==> config.mk <==
export PLATFORM = sky130hd
export DESIGN_NAME = sigdel_seq
export DESIGN_NICKNAME = d
export VERILOG_FILES = /design/src/rtl/sigdel_pkg.sv /design/src/rtl/sigdel_fifo.sv /design/src/rtl/sigdel_seq.sv
export SDC_FILE = /design/constraint.sdc
export NUM_CORES = 1
export LEC_CHECK = 0
export BUFFER_PORTS_ARGS = -buffer_cell sky130_fd_sc_hd__buf_2
export CORE_UTILIZATION = 38
export CTS_BUF_LIST = sky130_fd_sc_hd__clkbuf_4 sky130_fd_sc_hd__clkbuf_8 sky130_fd_sc_hd__clkbuf_16
export DETAILED_ROUTE_END_ITERATION = 8
export PLACE_DENSITY_LB_ADDON = 0.25
export SYNTH_ARGS = -nofsm -noshare
export SYNTH_HDL_FRONTEND = slang
export SYNTH_HIERARCHICAL = 1
export SYNTH_SLANG_ARGS = --single-unit
==> constraint.sdc <==
create_clock -name clk -period 10.3 [get_ports clk]
set_input_delay 1.03 -clock clk [delete_from_list [all_inputs] [get_ports clk]]
set_output_delay 1.03 -clock clk [all_outputs]
set_load 0.05 [all_outputs]
==> src/rtl/sigdel_pkg.sv <==
// Shared types and constants for the sigma-delta sample sequencer.
package sigdel_pkg;

  // Default sample width; matches the modulator input.
  localparam int DEF_DATA_W = 8;

  // Code that drives the modulator to zero output.
  localparam logic [DEF_DATA_W-1:0] MIDSCALE = DEF_DATA_W'(1) << (DEF_DATA_W - 1);

  // Sequencer states. RAMP is only reachable when SIGDEL_SEQ_RAMP_EN is defined.
  typedef enum logic [2:0] {
    IDLE     = 3'd0,
    PRIME    = 3'd1,
    RUN      = 3'd2,
    UNDERRUN = 3'd3,
    RAMP     = 3'd4
  } state_t;

  // States in which the update divider counts and running is reported.
  function automatic logic is_active(input state_t s);
    return (s == RUN) || (s == UNDERRUN) || (s == RAMP);
  endfunction

endpackage

==> src/rtl/sigdel_fifo.sv <==
// Small synchronous FIFO holding host samples for the sequencer.
// Push is ignored when full, pop is ignored when empty, flush empties it.
// No bypass: a sample pushed this cycle is visible on head next cycle.
module sigdel_fifo
#(
  parameter int DATA_W = 8,
  parameter int DEPTH  = 8
)
(
  input  logic                     clk,
  input  logic                     rst,
  input  logic                     push,
  input  logic                     pop,
  input  logic                     flush,
  input  logic [DATA_W-1:0]        din,
  output logic [DATA_W-1:0]        head,
  output logic [$clog2(DEPTH):0]   level,
  output logic                     full,
  output logic                     empty
);

  localparam int AW    = $clog2(DEPTH);
  localparam int LVL_W = AW + 1;

  logic [DATA_W-1:0] mem [DEPTH];
  logic [AW-1:0]     wr_ptr;
  logic [AW-1:0]     rd_ptr;
  logic [LVL_W-1:0]  count;
  logic              do_push;
  logic              do_pop;

  assign full    = (count == LVL_W'(DEPTH));
  assign empty   = (count == '0);
  assign do_push = push && !full;
  assign do_pop  = pop && !empty;
  assign head    = mem[rd_ptr];
  assign level   = count;

  // Storage write; contents need no reset because count gates visibility.
  always_ff @(posedge clk) begin
    if (do_push) mem[wr_ptr] <= din;
  end

  // Pointers and occupancy; reset and flush both empty the FIFO.
  always_ff @(posedge clk) begin
    if (rst || flush) begin
      wr_ptr <= '0;
      rd_ptr <= '0;
      count  <= '0;
    end else begin
      if (do_push) wr_ptr <= wr_ptr + AW'(1);
      if (do_pop)  rd_ptr <= rd_ptr + AW'(1);
      case ({do_push, do_pop})
        2'b10:   count <= count + LVL_W'(1);
        2'b01:   count <= count - LVL_W'(1);
        default: count <= count;
      endcase
    end
  end

endmodule

==> src/rtl/sigdel_seq.sv <==
// Sample sequencer for the sigma-delta modulator input.
// Host bytes are queued in a FIFO; a divider-paced FSM pops one sample per
// tick and holds it on sample_out. Stopping returns the output to midscale,
// either in one step or, with SIGDEL_SEQ_RAMP_EN defined, one LSB per tick.
//
// Handshake: a sample transfers on every rising clk edge where wr_valid and
// wr_ready are both high. wr_ready depends only on FIFO occupancy, never on
// wr_valid; the host must hold wr_data stable while wr_valid is high and
// wr_ready is low.
module sigdel_seq
  import sigdel_pkg::*;
#(
  parameter int DATA_W    = DEF_DATA_W,
  parameter int DEPTH     = 8,
  parameter int DIV_W     = 16,
  parameter int PRIME_LVL = 4
)
(
  input  logic                   clk,
  input  logic                   rst,
  input  logic                   enable,
  input  logic [DIV_W-1:0]       cfg_div,
  input  logic                   wr_valid,
  input  logic [DATA_W-1:0]      wr_data,
  output logic                   wr_ready,
  output logic [DATA_W-1:0]      sample_out,
  output logic                   sample_stb,
  output logic                   underrun,
  input  logic                   underrun_clr,
  output logic [$clog2(DEPTH):0] level,
  output logic                   running,
  output state_t                 fsm_state
);

  localparam int LVL_W = $clog2(DEPTH) + 1;
  localparam logic [DATA_W-1:0] MID     = DATA_W'(1) << (DATA_W - 1);
  localparam logic [LVL_W-1:0]  PRIME_Q = LVL_W'(PRIME_LVL);

  state_t            state_q, state_d;
  logic [DIV_W-1:0]  cnt_q;
  logic [DATA_W-1:0] sample_q, sample_d;
  logic              stb_q, stb_d;
  logic              underrun_q;
  logic              urun_set;
  logic              counting;
  logic              tick;
  logic              pop;
  logic              flush;
  logic              fifo_full;
  logic              fifo_empty;
  logic [DATA_W-1:0] fifo_head;

  sigdel_fifo #(
    .DATA_W (DATA_W),
    .DEPTH  (DEPTH)
  ) u_fifo (
    .clk   (clk),
    .rst   (rst),
    .push  (wr_valid && wr_ready),
    .pop   (pop),
    .flush (flush),
    .din   (wr_data),
    .head  (fifo_head),
    .level (level),
    .full  (fifo_full),
    .empty (fifo_empty)
  );

  // Comparing with >= means a cfg_div lowered below cnt ticks at once.
  assign counting = is_active(state_q);
  assign tick     = counting && (cnt_q >= cfg_div);

  // Update-period divider: free-running while active, parked at zero otherwise.
  always_ff @(posedge clk) begin
    if (rst || !counting || tick) cnt_q <= '0;
    else                          cnt_q <= cnt_q + DIV_W'(1);
  end

  // Next-state, FIFO control and next output code.
  always_comb begin
    state_d  = state_q;
    sample_d = sample_q;
    stb_d    = 1'b0;
    pop      = 1'b0;
    flush    = 1'b0;
    urun_set = 1'b0;
    case (state_q)
      IDLE: begin
        if (enable) state_d = PRIME;
      end
      PRIME: begin
        if (!enable) begin
          state_d  = IDLE;
          flush    = 1'b1;
          sample_d = MID;
        end else if (level >= PRIME_Q) begin
          state_d = RUN;
        end
      end
      RUN, UNDERRUN: begin
        if (!enable) begin
          flush = 1'b1;
`ifdef SIGDEL_SEQ_RAMP_EN
          state_d = RAMP;
`else
          state_d  = IDLE;
          sample_d = MID;
`endif
        end else if (tick) begin
          if (!fifo_empty) begin
            pop      = 1'b1;
            sample_d = fifo_head;
            stb_d    = 1'b1;
            state_d  = RUN;
          end else begin
            urun_set = 1'b1;
            state_d  = UNDERRUN;
          end
        end
      end
      RAMP: begin
`ifdef SIGDEL_SEQ_RAMP_EN
        if (enable) begin
          state_d = PRIME;
        end else if (sample_q == MID) begin
          state_d = IDLE;
        end else if (tick) begin
          sample_d = (sample_q > MID) ? sample_q - DATA_W'(1) : sample_q + DATA_W'(1);
        end
`else
        state_d  = IDLE;
        sample_d = MID;
`endif
      end
      default: begin
        state_d  = IDLE;
        flush    = 1'b1;
        sample_d = MID;
      end
    endcase
  end

  // State, output register and sticky underrun flag (set beats clear).
  always_ff @(posedge clk) begin
    if (rst) begin
      state_q    <= IDLE;
      sample_q   <= MID;
      stb_q      <= 1'b0;
      underrun_q <= 1'b0;
    end else begin
      state_q  <= state_d;
      sample_q <= sample_d;
      stb_q    <= stb_d;
      if (urun_set)          underrun_q <= 1'b1;
      else if (underrun_clr) underrun_q <= 1'b0;
    end
  end

  assign wr_ready   = !fifo_full;
  assign sample_out = sample_q;
  assign sample_stb = stb_q;
  assign underrun   = underrun_q;
  assign running    = counting;
  assign fsm_state  = state_q;

endmodule

======== Word-level counts from Yosys, hierarchy flattened ========
Memories as Yosys holds them, arrays and structs flattened. A register that Yosys moved wholly into a read port is not among the register bits.
Cells that the tools add are included.
operators by class
  reductions and logical operators ........ 21
  div/mod/pow operators ................... 0
  add/subtract/negate cells ............... 5
  muxes and demuxes ....................... 29
  bitwise gates (word level) .............. 1
  equal/unequal tests ..................... 12
  multiply operators ...................... 0
  shifts and indexed selects .............. 0
  magnitude comparators ................... 2
operators by type and width
  cell                                                  number
  2-to-1 mux 8 bit                                      4
  case mux 8 bit (3 select lines)                       1
  2-to-1 mux 3 bit                                      7
  adder 16 x 1 -> 16 bit (second input constant)        1
  >= comparator 16 bit                                  1
  2-to-1 mux 1 bit                                      14
  inequality test 3 bit (second input constant)         3
  case mux 3 bit (3 select lines)                       1
  case mux 4 bit (2 select lines)                       1
  adder 3 x 1 -> 3 bit (second input constant)          2
  equality test 3 x 2 -> 1 bit (second input constant)  2
  logical OR 1 bit                                      5
  adder 4 x 1 -> 4 bit (second input constant)          1
  equality test 4 bit (second input constant)           1
  >= comparator 4 x 3 -> 1 bit (second input constant)  1
  logical AND 1 bit                                     4
  logical NOT 4 bit                                     1
  inequality test 2 bit (second input constant)         2
  AND reduction 4 bit                                   1
  nonzero test 2 bit                                    2
  OR reduction 2 bit                                    2
  subtractor 4 x 1 -> 4 bit (second input constant)     1
  equality test 3 x 1 -> 1 bit (second input constant)  1
  equality test 3 bit (second input constant)           1
  8 further kinds                                       10
storage, ports and cells
  logic and storage cells ................. 79
  latch bits .............................. 0
  memories kept ........................... 1
  input bits .............................. 29
  bits in read-only memories .............. 0
  RAM bits ................................ 64
  register bits ........................... 39
  output and inout port bits .............. 19
memory list
  memory      words  bits a word  read ports  clocked after memory_dff  write ports  line               source
  u_fifo.mem  8      8            1           1                         1            sigdel_fifo.sv:25  logic [DATA_W-1:0] mem [DEPTH];

======== Logic depth before layout (Yosys ltp) ========
Gate-level depths: netlist of run 1.
  word-level depth ........................ 10
  depth in mapped cells ................... 15
  mapped depth without buffers ............ 15

======== Modules after synthesis ========
Netlist of run 1, hierarchy kept.
modules (own cells, without submodules)
  module       instances  cells an instance  seq. area each (µm²)  area an instance (µm²)
  sigdel_fifo  1          169                2182.1                3163.0
  sigdel_seq   1          180                560.5                 1599.0

======== Worst setup path after synthesis of run 1 ========
No wires, ideal clock.
  path type ............................... input to register
  start point ............................. input port cfg_div[0]
  end point ............................... register u_fifo.count[2], in the netlist u_fifo/level[2]
  setup time .............................. 70 ps
  cell stages on the path ................. 14
  data required time ...................... 10230 ps
  buffers on the path ..................... 0
  slack ................................... 6335 ps
  arrival time ............................ 3895 ps
  cells stage by stage .................... ha_1 -> nand2b_4 -> a2111oi_4 -> nor4b_2 -> nor4b_4 -> nor3_1 -> o41a_1 -> ha_1 -> xor2_1 -> ha_1 -> a21oi_1 -> xor2_1 -> or3_1 -> a21oi_1
on the way
  cells in the longest elaborated chain, start to end .. 8
  elaborated cells between the ends (all ways) .. 10
  those cells by class .................... order compare (1); eq/ne (2); mux (4); reduce/logical (3)
ends and longest elaborated chain
  what                                                                   line               source
  start: declaration                                                     sigdel_seq.sv:22   input logic [DIV_W-1:0] cfg_div,
  >= comparator 16 bit (*)                                               sigdel_seq.sv:71   assign tick = counting && (cnt_q >= cfg_div);
  logical AND 1 bit (*)                                                  sigdel_seq.sv:71
  2-to-1 mux 1 bit (*)                                                   sigdel_seq.sv:109  end else if (tick) begin
  2-to-1 mux 1 bit (*)                                                   sigdel_seq.sv:101  if (!enable) begin
  2-to-1 mux 1 bit (*)                                                   n/a
  via pop                                                                sigdel_seq.sv:47   logic pop;
  logical AND 1 bit (*)                                                  sigdel_fifo.sv:35  assign do_pop = pop && !empty;
  via u_fifo.do_pop                                                      sigdel_fifo.sv:30  logic do_pop;
  equality test 2 x 1 -> 1 bit or equality test 2 bit (tied branches)    sigdel_fifo.sv:53  case ({do_push, do_pop})
  case mux 4 bit (2 select lines) or nonzero test 2 bit (tied branches)  n/a
  end signal: assignment                                                 sigdel_fifo.sv:54  2'b10: count <= count + LVL_W'(1);
  end signal: assignment                                                 sigdel_fifo.sv:55  2'b01: count <= count - LVL_W'(1);
  end signal: assignment                                                 sigdel_fifo.sv:56  default: count <= count;
  end: declaration                                                       sigdel_fifo.sv:28  logic [LVL_W-1:0] count;
The timed path passes the listed nets; every way through them passes the cells marked *.
A chain may end at the register's enable or synchronous reset.

======== Worst setup path after layout of run 1 ========
  start point ............................. input port cfg_div[15]
  end point ............................... register u_fifo.count[2], in the netlist u_fifo/level[2]
The elaborated chain is that of the path after synthesis.

==> results of run 1 <==
[sequential cells by signal, summed over array words and instances, names as in the netlist, named ones only]
signal         count
u_fifo/mem        64
cnt_q             16
sample_out         8
u_fifo/level       4
u_fifo/rd_ptr      3
u_fifo/wr_ptr      3
fsm_state          2
sample_stb         1
underrun           1
[synthesized netlist by cell type, drive strengths merged, types with 2 or more instances]
cell    count
nor3        8
clkbuf      6
mux2i       3
nor2       41
xnor2       7
a22o        7
nor4b       3
mux4       16
and3        3
inv        24
ha         22
edfxtp     64
o21ai       3
xor2       14
nor4        3
or3         2
nand4       5
a21boi      2
or2         2
mux2        9
nand2b      4
buf         9
dfxtp      41
nand2      17
a21oi      10
nand3       7
[cell families (layout without fill, tap and decap cells)]
| kind of cell | Yosys count | after routing | share of synthesized area [%] |
|---|---|---|---|
| other | 1 | 1 | 0.0787 |
| adder cells (fa/ha/maj) | 22 | 22 | 5.78 |
| AND/OR/NAND/NOR | 100 | 100 | 12.1 |
| buffers and inverters | 39 | 90 | 4.05 |
| multiplexers | 28 | 28 | 11.0 |
| flip-flops | 105 | 105 | 57.6 |
| AO/OA/AOI/OAI | 33 | 33 | 5.44 |
| XOR/XNOR | 21 | 21 | 4.02 |
[metrics by stage]
stage / setup WS [ns] / cells
floorplan: 6.33 / 349
global placement: 6.06 / 552
detailed placement: 5.95 / 552
CTS: 6.30 / 568
global route: 6.03 / 568
finish: 6.33 / 568
[power groups by stage]
| stage | logic (mW) | registers (mW) | clock network (mW) |
|---|---|---|---|
| 2_1_floorplan | 0.0270 | 0.470 | 0 |
| 3_3_place_gp | 0.0457 | 0.467 | 0 |
| 3_5_place_dp | 0.0468 | 0.468 | 0 |
| 4_1_cts | 0.0471 | 0.458 | 0.352 |
| 5_1_grt | 0.0518 | 0.459 | 0.365 |
| 6_report | 0.0463 | 0.458 | 0.344 |
[final cells by class]
cell class	count	area (um^2)	share of cell area [%]
Clock inverter	7	77.6	1.43
Multi-Input combinational cell	205	1830	33.7
Timing Repair Buffer	50	260	4.79
Tap cell	168	210	3.87
Sequential cell	105	2740	50.4
Clock buffer	9	225	4.14
Inverter	24	90.1	1.66
[layer usage]
layer | track usage (%) | vias up | share of wire, %
met1 | 18.6 | 1393 | 47
met2 | 24.8 | 54 | 49
met3 | 3.56 | 10 | 3.7
li1 | - | 1376 | -
met5 | 0 | - | 0
met4 | 3.72 | 0 | 1.1
[worst max-delay path by stage]
stage	depth (start not counted)	to	slack, ns
after floorplan	14	u_fifo/level[2]	6.33
after global placement	15	u_fifo/level[2]	6.06
after detailed placement	16	u_fifo/level[2]	5.95
after CTS	16	u_fifo/level[2]	6.30
after global routing	15	u_fifo/level[2]	6.03
final	16	u_fifo/level[2]	6.33
[critical path: stages]
cell     delay, ns
buf_2         0.08
inv_1         0.03
ha_1          0.32
nand4_2       0.13
nor2_1        0.06
a311o_1       0.38
nor4b_4       0.53
nor3_1        0.10
o41a_1        0.23
ha_1          0.30
xor2_1        0.17
ha_1          0.18
a21oi_1       0.14
xor2_1        0.10
or3_1         0.31
a21oi_1       0.15
==> run_results.csv, run 1 <==
group,metric,value,unit
pwr,pwr-share-comb,5.5,%
logic_synthesis,synth-async-reset-ratio,0,%
setup_path,reg2reg_from,"cnt_q[0]",
timing,hold_viol_final,0,
pwr,p_leak,2.05,nW
logic_synthesis,ys_ff_latch,105,
logic_synthesis,syn_area,4760,um^2
routing,detail-route-antenna-nets,0,
timing,skew,0.00368,ns
logic_synthesis,yosys.area.top_type,"edfxtp_1",
global_routing,grt_use_total,14.6,%
timing,timing.hold.ws,0.463,ns
pwr,sequentialPowerShare,54.0,%
global_routing,grt_max_degree,19,
layout,areaGrowthSynthToFinish,14.2,%
cts,post_cts_resized,0,
global_routing,antenna_found_initial,0,
floorplan,die_area,13000,um^2
setup_path,critPathLaunchType,"input pin",
global_routing,grt-ovfl-total,0,
timing,finalCritPeriodShare,38.5,%
setup_path,end_kind,"flop",
floorplan,rows,40,
worst_hold_path,min_to,"sample_out[7]",
setup_path,critPathRequiredTime,10.57,ns
run_status,status,"finished clean",
worst_hold_path,whs_path_depth,2,
setup_path,r2r_setup_slack,6.71,ns
logic_synthesis,avgSynthCellArea,13.6,um^2
pwr,p_sw_share,21.8,%
cts,cts_buffer_depth,2,
floorplan,start_util,39.3,%
cts,cts_root_buffer,"clkbuf_16",
global_routing,grt_pass1_vias,2857,
timing,setup_viol,0,
cts,cts_made_buffers,9,
worst_hold_path,min_from,"sample_out[7]",
routing,routedWlPerCell,15.3,um
layout,layout_common_cells,"edfxtp_1, buf_2, nor2_1, dfxtp_1, inv_1",
pwr,total_power,0.848,mW
layout,final_nets,446,
logic_synthesis,ys_warn_count,6,
global_routing,grt_first_pass_wirelength,14400,um
setup_path,r2r-end,"u_fifo/level[2]",
floorplan,die_w,114,um
timing,fmax,0.252,GHz
cts,clk_pin_slew,0.07,ns
layout,final_common_cell,"edfxtp_1",
logic_synthesis,yosysTopAreaCellShare,40.4,%
logic_synthesis,synth_nets,400,
pwr,power.switching,0.185,mW
logic_synthesis,yosys.cell_types.count,58,
routing,first_pass_iters,4,
timing,relSlewSlack,31.7,%
floorplan,core_area,12100,um^2
routing,drt_wl_total,8700,um
timing,fin_setup_tns,0,ns
setup_path,cp-startpoint,"cfg_div[15]",
layout,antenna_cells,0,
logic_synthesis,ys_seq_area_share,57.6,%
cts,cts_tree,"done",
flow_run,cap_violations,0,
floorplan,io_pins,48,
timing,rsz0062_at_grt,"false",
logic_synthesis,synth_ff_type,"edfxtp_1",
setup_path,cp_max_fo,7,
layout,fillers,1149,
worst_hold_path,hp-class,"reg -> reg",
placed_design,port_buffers,46,
layout,fin_util,44.9,%
placed_design,gp_congestion,0.762,
routing,first_iter_violations,153,
pwr,internal_power,0.663,mW
pwr,ir_drop,0.0000939,V
cts,clock_latency,0.34,ns
floorplan,fp.dieH,114,um
cts,cts_setup_buffers,0,
routing,drc,0,
logic_synthesis,synth_area_leaders,"edfxtp_1, dfxtp_1, ha_1",
timing,maxSlewViolCount,0,
placed_design,place_area,5130,um^2
setup_path,r2r_cells,15,
placed_design,place.detailed.hpwl,6080,um
pwr,clkPwrFrac,40.5,%
routing,viasPerCell,4.99,
cts,htree_levels,3,
timing,worst_slew_pin_slew,1.02,ns
timing,period_needed,3.97,ns
layout,final_area,5440,um^2
layout,drive_gt1_share,25.3,%
routing,routed-via-count,2833,
logic_synthesis,synth_cells,349,
logic_synthesis,synth_edf_count,64,
pwr,power.density,156,nW/um^2
cts,cts_sinks,105,
setup_path,cp.arrival,4.24,ns
cts,cts_hold_buffers,0,
setup_path,crit_type,"in -> reg",
Note: power is estimated with default switching activity, not from simulation.
==> inputs of run 2 (changes only) <==
==> constraint.sdc (replaced) <==
create_clock -name clk -period 3.4 [get_ports clk]
set_input_delay 0.34 -clock clk [delete_from_list [all_inputs] [get_ports clk]]
set_output_delay 0.34 -clock clk [all_outputs]
set_load 0.05 [all_outputs]
==> run 2 against run 1 <==
Effect of this change:
- worst hold slack worse by 0.21 ns
- core utilization is 0.43 points higher
- first-iteration DRC count is 7.2% lower
- critical path depth is 2 lower
- power grew to 3.0 times the previous value
- via count is 1.0% lower
- global-route usage is 0.13 points lower
- cell count is 1.6% higher
- sequential share of layout area is 0.46 points lower
- count of clock-buffer cells in the layout is 2 higher
- combinational power grew to 3.1 times the previous value
- clock skew is 0.0037 ns higher
==> run_results.csv, run 2 (synthesis gave the netlist of run 1 again) <==
group,metric,value,unit
cts,cts_setup_buffers,0,
timing,setup_viol,0,
pwr,pwr-share-comb,5.6,%
setup_path,cp-startpoint,"cnt_q[0]",
placed_design,gp_congestion,0.740,
routing,drc,0,
pwr,total_power,2.53,mW
timing,skew,0.00738,ns
placed_design,port_buffers,46,
pwr,ir_drop,0.000230,V
setup_path,reg2reg_from,"cnt_q[0]",
floorplan,core_area,12100,um^2
pwr,sequentialPowerShare,54.8,%
placed_design,place_area,5200,um^2
timing,maxSlewViolCount,0,
cts,cts_buffer_depth,2,
global_routing,grt_use_total,14.4,%
pwr,p_sw_share,22.3,%
timing,fmax,0.316,GHz
global_routing,antenna_found_initial,0,
timing,timing.hold.ws,0.256,ns
routing,detail-route-antenna-nets,0,
worst_hold_path,min_from,"underrun_clr",
cts,cts_made_buffers,9,
timing,hold_viol_final,0,
routing,routedWlPerCell,14.8,um
pwr,p_leak,2.09,nW
routing,first_iter_violations,142,
setup_path,cp.arrival,3.44,ns
setup_path,cp_max_fo,7,
global_routing,grt_max_degree,19,
floorplan,io_pins,48,
setup_path,r2r_setup_slack,0.24,ns
setup_path,r2r-end,"u_fifo/level[3]",
placed_design,dp_cells,561,
setup_path,end_kind,"flop",
worst_hold_path,hp-class,"in -> reg",
pwr,power.density,461,nW/um^2
floorplan,start_util,39.3,%
layout,fin_cells,577,
cts,clock_latency,0.34,ns
setup_path,crit_type,"reg -> reg",
placed_design,place.detailed.hpwl,5900,um
setup_path,r2r_cells,14,
run_status,status,"finished clean",
routing,first_pass_iters,6,
timing,relSlewSlack,45.6,%
timing,period_needed,3.16,ns
layout,final_nets,455,
layout,final_common_cell,"edfxtp_1",
global_routing,grt_pass1_vias,2792,
floorplan,die_area,13000,um^2
setup_path,critPathRequiredTime,3.68,ns
timing,finalCritPeriodShare,93.0,%
setup_path,critPathLaunchType,"flop",
floorplan,die_w,114,um
timing,rsz0062_at_grt,"false",
floorplan,fp.dieH,114,um
cts,clk_pin_slew,0.07,ns
routing,viasPerCell,4.86,
timing,worst_slew_pin_slew,0.814,ns
cts,htree_levels,3,
setup_path,crit_end,"u_fifo/level[3]",
floorplan,rows,40,
pwr,power.switching,0.564,mW
layout,largest_reg_flops,64,
layout,areaGrowthSynthToFinish,15.3,%
layout,top_register,"u_fifo/mem",
global_routing,grt-ovfl-total,0,
layout,layout_common_cells,"edfxtp_1, buf_2, nor2_1",
routing,routed-via-count,2804,
layout,drive_gt1_share,27.1,%
timing,fin_setup_tns,0,ns
layout,final_area,5490,um^2
layout,antenna_cells,0,
pwr,internal_power,1.97,mW
pwr,clkPwrFrac,39.6,%
flow_run,cap_violations,0,
global_routing,grt_first_pass_wirelength,14100,um
cts,cts_sinks,105,
cts,cts_tree,"done",
cts,cts_root_buffer,"clkbuf_16",
routing,drt_wl_total,8560,um
-- run 2: how the worst min path moves through the flow --
stage / to / cells past startpoint / slack (ns)
global placement: cnt_q[0] / 1 / 0.45
finish: underrun / 3 / 0.26
detailed placement: cnt_q[0] / 1 / 0.45
CTS: underrun / 3 / 0.24
global route: u_fifo/mem[6][5] / 1 / 0.26
floorplan: cnt_q[0] / 1 / 0.43
-- run 2: power by group through the flow --
stage          Combinational (mW)  Clock [mW]  Sequential (mW)
2_1_floorplan              0.0819           0             1.42
3_3_place_gp                0.141           0             1.41
3_5_place_dp                0.144           0             1.42
4_1_cts                     0.145        1.03             1.39
5_1_grt                     0.159        1.09             1.39
6_report                    0.142        1.00             1.39
-- run 2: worst max-delay path: stages (launching register included) --
cell,delay [ns]
dfxtp_2,0.35
inv_1,0.05
ha_1,0.26
nand2b_4,0.15
a2111oi_4,0.35
nor4b_2,0.11
nor4b_4,0.33
nor3_1,0.09
o41a_1,0.13
buf_4,0.17
ha_1,0.37
nor4b_1,0.35
a41oi_1,0.08
o41ai_1,0.11
mux2i_1,0.21
-- run 2: cell type report --
type                    count  area, um^2
clock buffers              11         246
clock inverters             5        45.0
multi-input cells         205        1830
inverters                  24        90.1
flip-flops and latches    105        2740
repair buffers             59         328
well taps                 168         210
fillers                  1124        6620
-- run 2: metrics by stage --
| step | worst slack, ns | util (%) |
|---|---|---|
| floorplan | 0.0852 | - |
| global placement | 0.218 | 42.9 |
| detailed placement | 0.163 | 42.9 |
| CTS | 0.181 | 45.3 |
| global route | 0.0445 | 45.3 |
| finish | 0.237 | 45.3 |
-- run 2: layer usage --
metal / global-route usage, % / up-vias / wire length (um)
met4: 3.90 / 0 / 75
li1: - / 1386 / -
met5: 0 / - / 0
met1: 19.0 / 1353 / 4080
met3: 4.36 / 7 / 303
met2: 23.2 / 58 / 4100
-- run 2: repair_timing --
action | 4_1_cts | 5_1_grt
hold buffers | 0 | 0
gates resized for setup | 0 | 1
endpoints found under the setup margin | 0 | 2
